[src/rtl/maxpool_row_sched.sv]
// Row scheduler for the max-pool line cache: counts complete input rows as credits and
// sequences one output frame (top pad, SIZE data rows, bottom pad) with start delay and row gap.
module maxpool_row_sched #(
    parameter int WIDTH_C = 4,
    parameter int SIZE    = 14,
    parameter int CHANNEL = 256,
    parameter int GAP     = 0,
    parameter int PADWAIT = 21
) (
    input  logic               i_sclk,
    input  logic               i_rst,
    input  logic               i_vsync,
    input  logic               i_hsync,
    output logic               o_rdreq,
    output logic               o_vsync,
    output logic               o_hsync,
    output logic               o_reuse,
    output logic               o_valid,
    output logic               o_busy,
    output logic               o_err,
    output logic [2:0]         o_dbg_state,
    output logic [WIDTH_C-1:0] o_dbg_credit
);

    localparam int L      = SIZE * CHANNEL;
    localparam int BEAT_W = (L > 1) ? $clog2(L) : 1;
    localparam int ROW_W  = $clog2(SIZE + 1);

    localparam logic [BEAT_W-1:0]  BEAT_LAST = BEAT_W'(L - 1);
    localparam logic [ROW_W-1:0]   ROWS      = ROW_W'(SIZE);
    localparam logic [7:0]         DLY_LAST  = 8'((PADWAIT > 0) ? PADWAIT - 1 : 0);
    localparam logic [7:0]         GAP_LAST  = 8'((GAP > 0) ? GAP - 1 : 0);
    localparam logic [WIDTH_C-1:0] CRED_MAX  = {WIDTH_C{1'b1}};

    typedef enum logic [2:0] {
        IDLE = 3'd0,
        DLY  = 3'd1,
        PADT = 3'd2,
        GAPS = 3'd3,
        WAIT = 3'd4,
        DATA = 3'd5,
        PADB = 3'd6
    } state_t;

    state_t             state_q, state_d;
    logic [BEAT_W-1:0]  beat_q, beat_d;
    logic [ROW_W-1:0]   row_q, row_d;
    logic [7:0]         dly_q, dly_d;
    logic [7:0]         gap_q, gap_d;
    logic [WIDTH_C-1:0] credit_q, credit_d;
    logic               err_q, err_d;
    logic               vsync_q, vsync_d;
    logic               hsync_q, hsync_d;
    logic               reuse_q, reuse_d;
    logic               valid_q, valid_d;
    logic               busy_q, busy_d;

    logic hs_in;
    logic credit_ok;
    logic row_end;
    logic advance;
    logic take;
    logic in_row;

    // A credit arriving this cycle may be spent this cycle, so WAIT->DATA costs no extra cycle.
    assign hs_in     = i_hsync && !i_vsync;
    assign credit_ok = (credit_q != '0) || hs_in;
    assign row_end   = (beat_q == BEAT_LAST);
    assign in_row    = (state_q == PADT) || (state_q == DATA) || (state_q == PADB);

    always_comb begin
        state_d = state_q;
        beat_d  = beat_q;
        row_d   = row_q;
        dly_d   = dly_q;
        gap_d   = gap_q;
        advance = 1'b0;
        take    = 1'b0;

        if (in_row) begin
            beat_d = row_end ? '0 : beat_q + BEAT_W'(1);
        end

        case (state_q)
            DLY: begin
                if (dly_q == DLY_LAST) begin
                    dly_d   = '0;
                    state_d = PADT;
                end else begin
                    dly_d = dly_q + 8'd1;
                end
            end
            PADT, DATA: begin
                if (row_end) begin
                    if (GAP != 0) state_d = GAPS;
                    else          advance = 1'b1;
                end
            end
            GAPS: begin
                if (gap_q == GAP_LAST) begin
                    gap_d   = '0;
                    advance = 1'b1;
                end else begin
                    gap_d = gap_q + 8'd1;
                end
            end
            WAIT:    advance = 1'b1;
            PADB:    if (row_end) state_d = IDLE;
            default: state_d = IDLE;
        endcase

        // Shared row-slot decision after a gap (or a row when there is no gap), and in WAIT.
        if (advance) begin
            if (row_q < ROWS) begin
                if (credit_ok) begin
                    state_d = DATA;
                    take    = 1'b1;
                    row_d   = row_q + ROW_W'(1);
                end else begin
                    state_d = WAIT;
                end
            end else begin
                state_d = PADB;
            end
        end

        if (i_vsync) begin
            state_d = DLY;
            beat_d  = '0;
            row_d   = '0;
            dly_d   = '0;
            gap_d   = '0;
            take    = 1'b0;
        end
    end

    always_comb begin
        credit_d = credit_q;
        err_d    = err_q;
        if (i_vsync) begin
            credit_d = '0;
            err_d    = 1'b0;
        end else if (hs_in && !take) begin
            if (credit_q == CRED_MAX) err_d = 1'b1;
            else                      credit_d = credit_q + WIDTH_C'(1);
        end else if (take && !hs_in) begin
            credit_d = credit_q - WIDTH_C'(1);
        end
    end

    // Strobes are registered once to line up with the one-cycle FIFO read latency.
    always_comb begin
        vsync_d = (state_q == PADT) && (beat_q == '0);
        hsync_d = in_row && (beat_q == '0);
        valid_d = o_rdreq;
        reuse_d = o_rdreq && (row_q < ROWS);
        busy_d  = i_vsync || (state_q != IDLE);
    end

    always_ff @(posedge i_sclk or posedge i_rst) begin
        if (i_rst) begin
            state_q  <= IDLE;
            beat_q   <= '0;
            row_q    <= '0;
            dly_q    <= '0;
            gap_q    <= '0;
            credit_q <= '0;
            err_q    <= 1'b0;
            vsync_q  <= 1'b0;
            hsync_q  <= 1'b0;
            reuse_q  <= 1'b0;
            valid_q  <= 1'b0;
            busy_q   <= 1'b0;
        end else begin
            state_q  <= state_d;
            beat_q   <= beat_d;
            row_q    <= row_d;
            dly_q    <= dly_d;
            gap_q    <= gap_d;
            credit_q <= credit_d;
            err_q    <= err_d;
            vsync_q  <= vsync_d;
            hsync_q  <= hsync_d;
            reuse_q  <= reuse_d;
            valid_q  <= valid_d;
            busy_q   <= busy_d;
        end
    end

    assign o_rdreq      = (state_q == DATA);
    assign o_vsync      = vsync_q;
    assign o_hsync      = hsync_q;
    assign o_reuse      = reuse_q;
    assign o_valid      = valid_q;
    assign o_busy       = busy_q;
    assign o_err        = err_q;
    assign o_dbg_state  = state_q;
    assign o_dbg_credit = credit_q;

endmodule

[config.mk]
export PLATFORM = sky130hd
export DESIGN_NAME = maxpool_row_sched
export DESIGN_NICKNAME = d
export VERILOG_FILES = /design/src/rtl/maxpool_row_sched.sv
export SDC_FILE = /design/constraint.sdc
export NUM_CORES = 1
export LEC_CHECK = 0
export BUFFER_PORTS_ARGS = -buffer_cell sky130_fd_sc_hd__buf_4
export CORE_ASPECT_RATIO = 1.1
export CORE_MARGIN = 8
export CORE_UTILIZATION = 62
export CTS_BUF_LIST = sky130_fd_sc_hd__clkbuf_8
export CTS_CLUSTER_DIAMETER = 30
export DETAILED_ROUTE_END_ITERATION = 7
export MAX_ROUTING_LAYER = met4
export PLACE_DENSITY = 0.9
export RECOVER_POWER = 25
export SYNTH_ARGS = -nofsm -noshare
export SYNTH_HDL_FRONTEND = slang
export SYNTH_SLANG_ARGS = --single-unit
[constraint.sdc]
create_clock -name i_sclk -period 3.5 [get_ports i_sclk]
set_input_delay 0.525 -clock i_sclk [delete_from_list [all_inputs] [get_ports i_sclk]]
set_output_delay 0.525 -clock i_sclk [all_outputs]
set_load 0.02 [all_outputs]
# [Word level (Yosys, flattened, before mapping)]
# Index checks and enable logic that the tools add are counted.
# Widths: inputs -> output; s select.
[op_classes] n_eq_ne=13 n_mux=34 order_cmp=1 n_reduce_logical=32 add_sub_neg=6
[op_table] operator="$mux 8" count=6
[op_table] operator="$mux 12" count=3
[op_table] operator="$mux 4" count=8
[op_table] operator="$add 8x1->8 const B" count=2
[op_table] operator="$reduce_bool 2->1" count=8
[op_table] operator="$mux 3" count=5
[op_table] operator="$add 12x1->12 const B" count=1
[op_table] operator="$eq 12x12->1 const B" count=1
[op_table] operator="$logic_not 12->1" count=1
[op_table] operator="$mux 1" count=10
[op_table] operator="$eq 3x3->1 const B" count=3
[op_table] operator="$pmux 3 s3" count=1
[op_table] operator="$add 4x1->4 const B" count=2
[op_table] operator="$eq 8x5->1 const B" count=1
[op_table] operator="$logic_not 8->1" count=1
[op_table] operator="$ne 4x4->1 const B" count=2
[op_table] operator="$eq 3x2->1 const B" count=2
[op_table] operator="$logic_and 1x1->1" count=6
[op_table] operator="$reduce_and 3->1" count=2
[op_table] operator="$reduce_bool 3->1" count=2
[op_table] operator="$eq 4x4->1 const B" count=1
[op_table] operator="$logic_or 1x1->1" count=4
[op_table] operator="$lt 4x4->1 const B" count=1
[op_table] operator="$reduce_and 2->1" count=2
[op_table] operator="9 further kinds" count=11
[word_totals] reg_bits=45 word_cells=98

# [Longest topological paths before layout]
[depth] ltp_word=11 depth_mapped=12

# [Least setup slack after synthesis]
# No wires, ideal clock.
[synth_path] kind="reg-to-reg" startpoint="reg state_q[1], in the netlist o_dbg_state[1]" endpoint="reg credit_q[3], in the netlist o_dbg_credit[3]" required_ns=3.366 arrival_time_ns=2.577 slack_ns=0.789 period_less_slack_ns=2.711 stages_incl_launch_ff=13 path_buffers=1 cell_sequence="dfrtp_1 -> buf_2 -> nand3b_1 -> o21a_1 -> o221a_4 -> o21ai_1 -> or2_2 -> ha_1 -> a21o_1 -> a21oi_1 -> nor2_1 -> mux2i_1 -> nand4_1"
[synth_between] elab_chain_cells=9 elab_cells_between_ends=16 classes_between="eq/ne (5); mux (5); reduce/logical (6)"
[synth_lines] item="start: declaration" line_no="45" source="state_t state_q, state_d;"
[synth_lines] item="start signal: assignment" line_no="175" source="state_q <= state_d;"
[synth_lines] item="$eq 3x3->1 / $eq 3x2->1 (equally long branches)" line_no="84" source="case (state_q)"
[synth_lines] item="$reduce_or 2->1" line_no="84"
[synth_lines] item="$pmux 1 s3 (*)" line_no="84"
[synth_lines] item="$mux 1 (*)" line_no="113" source="if (advance) begin"
[synth_lines] item="$mux 1 (*)" line_no="127" source="if (i_vsync) begin"
[synth_lines] item="$logic_not 1->1" line_no="143" source="end else if (hs_in && !take) begin"
[synth_lines] item="$logic_and 1x1->1" line_no="143"
[synth_lines] item="$ne 3x3->1 (no source line), or another cell as far along"
[synth_lines] item="$reduce_and 2->1 (no source line) / $mux 4 (equally long branches)"
[synth_lines] item="end signal: assignment" line_no="180" source="credit_q <= credit_d;"
[synth_lines] item="end: declaration" line_no="50" source="logic [WIDTH_C-1:0] credit_q, credit_d;"
# Every way passes the cells marked *; elsewhere a longest branch is shown, timed or not.
# A chain may end at the register's enable or synchronous reset.

# [Final worst setup path]
[layout_path] startpoint="reg beat_q[0]" endpoint="reg credit_q[3], in the netlist o_dbg_credit[3]"
[layout_between] elab_chain_cells=9 elab_cells_between_ends=13 classes_between="eq/ne (2); mux (6); reduce/logical (5)"
[layout_lines] item="start: declaration" line_no="46" source="logic [BEAT_W-1:0] beat_q, beat_d;"
[layout_lines] item="start signal: assignment" line_no="176" source="beat_q <= beat_d;"
[layout_lines] item="$eq 12x12->1 (*)" line_no="68" source="assign row_end = (beat_q == BEAT_LAST);"
[layout_lines] item="$mux 1 (*)" line_no="94" source="if (row_end) begin"
[layout_lines] item="$pmux 1 s3 (*)" line_no="84"
[layout_lines] item="$mux 1 (*)" line_no="113"
[layout_lines] item="$mux 1 (*)" line_no="127"
[layout_lines] item="$logic_not 1->1" line_no="143"
[layout_lines] item="$logic_and 1x1->1" line_no="143"
[layout_lines] item="$ne 3x3->1 (no source line), or another cell as far along"
[layout_lines] item="$reduce_and 2->1 (no source line) / $mux 4 (equally long branches)"
# Marks and branches as above.

==> impl_metrics.json <==
{
  "tns_ns": 0,
  "critPathLaunch": "beat_q[0]",
  "cts_inserted_buffers": 5,
  "cts_resized": 0,
  "synthArstFlopShare_pct": 100.0,
  "syn-num-nets": 278,
  "cts_tree": "built",
  "post-dp-hpwl_mm": 3.652,
  "firstDrtPassIters": 6,
  "hold_class": "primary input to async pin",
  "power.static_leakage_nw": 1.262,
  "ys_ff_latch": 45,
  "crit_fanout": 6,
  "p_per_area_nw_per_um2": 591.5,
  "grt_pass1_wl_mm": 9.087,
  "rr_startpoint": "beat_q[0]",
  "final_common_cell": "dfrtp_1",
  "first_global_vias": 2006,
  "vias": 2029,
  "critPathCaptureType": "register",
  "syn_inst": 264,
  "htreeDepth": 2,
  "synth_top_area_cell": "dfrtp_1",
  "synthTopCellsByArea": "dfrtp_1, nor2_1, ha_1",
  "finalMaxSlewViolations": 32,
  "cts_root_buf": "clkbuf_8",
  "crit_chain": "ha_1, and4b_1, nand4_4, o221a_4, o21ai_1, or2_2, ha_1, a21o_1, a21oi_1, nor2_1, mux2i_1, nand4_1",
  "clkLatencyLatePin_ns": 0.30,
  "ys_seq_area_share_pct": 44.42,
  "slew_headroom_pct": -7.838,
  "clock_sink_count": 45,
  "hold_buffers": 0,
  "die_h_um": 83.07,
  "setup_viol": 0,
  "wl_per_cell_um": 15.30,
  "syn_avg_cell_area_um2": 9.602,
  "cpPeakStageDelay_ns": 0.43,
  "violations": "capacitance limit, slew limit",
  "rsz0062_at_grt": "no",
  "drtIter0Drc": 279,
  "run_status": "finished with violations",
  "required_ns": 3.67,
  "antenna_found_initial": 0,
  "crit_path_frequent_cell": "ha_1",
  "cp_top_family": "compound AO/OA/AOI/OAI gates",
  "postRouteWirelength_mm": 5.127,
  "clockBufferDepth": 2,
  "crit_type": "register to register",
  "slowest_stage": "dfrtp_1",
  "coreArea_um2": 3934,
  "post-route-period-util_pct": 86.92,
  "clkTransAtPathRegs_ns": 0.09,
  "area_growth_pct": 10.86,
  "place_inst": 328,
  "portBuffers": 17,
  "syn_area_um2": 2535,
  "die_w_um": 76.97,
  "rows": 24,
  "vdd_drop_max_mv": 0.3820,
  "setup_ws_ns": 0.4579,
  "fmax_ghz": 0.3287,
  "final_cell_mix": "dfrtp_1, nor2_1, nand2_1",
  "pre_cts_slack_ns": 0.5359,
  "fin_cells": 335,
  "dieArea_um2": 6393,
  "synth_edf_count": 0,
  "crit_arrival_ns": 3.22,
  "finalClockSkew_ns": 0.01038,
  "grt.overflow.total": 0,
  "synth_top_cell_area_share_pct": 44.42,
  "hold_viol": 0,
  "antenna_cells": 0,
  "tightest_slew_ns": 1.618,
  "yosys_warnings": 0,
  "postCtsSetupBuffers": 0,
  "period_needed_ns": 3.042,
  "viasPerCell": 6.057,
  "num-nets-final": 297,
  "drcViolationCount": 0,
  "grt_usage_pct": 17.53,
  "grt_max_degree": 33,
  "ant_nets": 0,
  "layout-drive-gt1-share_pct": 13.43,
  "cap_violations": 1,
  "start_util_pct": 64.44,
  "startpoint_type": "register",
  "synth_flop_cell": "dfrtp_1",
  "synth.distinct_cells": 57,
  "path_buf_inv": 0,
  "fillCellCount": 305,
  "ios": 18,
  "routabilityCongestion": 0.8922
}
[cells in the mapped netlist (4+ instances only)]
| library cell | n |
|---|---|
| a21oi_1 | 9 |
| o21ai_0 | 17 |
| o2111ai_1 | 4 |
| or3_1 | 4 |
| ha_1 | 9 |
| inv_1 | 12 |
| nand3_1 | 9 |
| dfrtp_1 | 45 |
| nand2b_1 | 4 |
| nor3_1 | 5 |
| nand4_1 | 6 |
| and3_1 | 4 |
| nand2_1 | 22 |
| nor2_1 | 35 |
| xnor2_1 | 6 |
| xor2_1 | 11 |
[area by class of cell]
type / instances / area, µm² / share of cell area (%)
inverters: 12 / 45.04 / 1.603
well taps: 52 / 65.06 / 2.315
repair buffers: 18 / 131.4 / 4.675
multi-input cells: 201 / 1339 / 47.64
clock inverters: 2 / 35.03 / 1.247
flip-flops and latches: 45 / 1126 / 40.07
clock buffers: 5 / 68.82 / 2.449
[per-stage QoR]
stage	util, %	total power, mW	cell area [µm²]	hold WS [ns]
global placement	68.89	1.265	2710	0.4725
floorplan	-	1.114	2535	0.4590
finish	71.44	1.662	2810	0.1928
CTS	71.53	1.666	2814	0.2058
detailed placement	68.89	1.290	2710	0.4928
global route	71.44	1.771	2810	0.2244
[cells by family after synthesis]
logic type / after synthesis / share of synthesized area (%)
XOR/XNOR: 17 / 5.874
AO/OA/AOI/OAI: 54 / 14.71
flip-flops: 45 / 44.42
AND/OR/NAND/NOR: 117 / 25.81
multiplexers: 3 / 1.185
buffers and inverters: 18 / 2.764
adder cells (fa/ha/maj): 10 / 5.232
[power breakdown]
| group | total [mW] | switching (mW) | internal (mW) |
|---|---|---|---|
| Combinational | 0.603 | 0.354 | 0.249 |
| Sequential | 0.683 | 0.0953 | 0.587 |
| Clock | 0.377 | 0.170 | 0.208 |
[sequential cells by signal, summed over array words and instances, names as in the netlist]
name	count
o_hsync	1
o_vsync	1
gap_q	8
o_busy	1
o_dbg_state	3
dly_q	8
o_valid	1
row_q	4
o_dbg_credit	4
o_reuse	1
beat_q	12
o_err	1
[final timing paths]
check | slack (ns) | cells after the start | endpoint
setup / recovery | 0.46 | 12 | o_dbg_credit[3]
hold / removal | 0.19 | 2 | o_busy
setup reg to reg | 0.46 | 12 | o_dbg_credit[3]
hold reg to reg | 0.51 | 2 | row_q[3]
max in group asynchronous | 1.47 | 3 | gap_q[1]
min in group i_sclk | 0.51 | 2 | row_q[3]
[routing by layer]
| layer | global-route usage (%) | wire (µm) | vias up |
|---|---|---|---|
| met4 | 5.954 | 72 | 0 |
| met5 | - | 0 | - |
| met1 | 20.55 | 2167 | 972 |
| met3 | 5.065 | 330 | 9 |
| li1 | - | - | 982 |
| met2 | 28.07 | 2557 | 66 |
(Power assumes the default switching activity.)
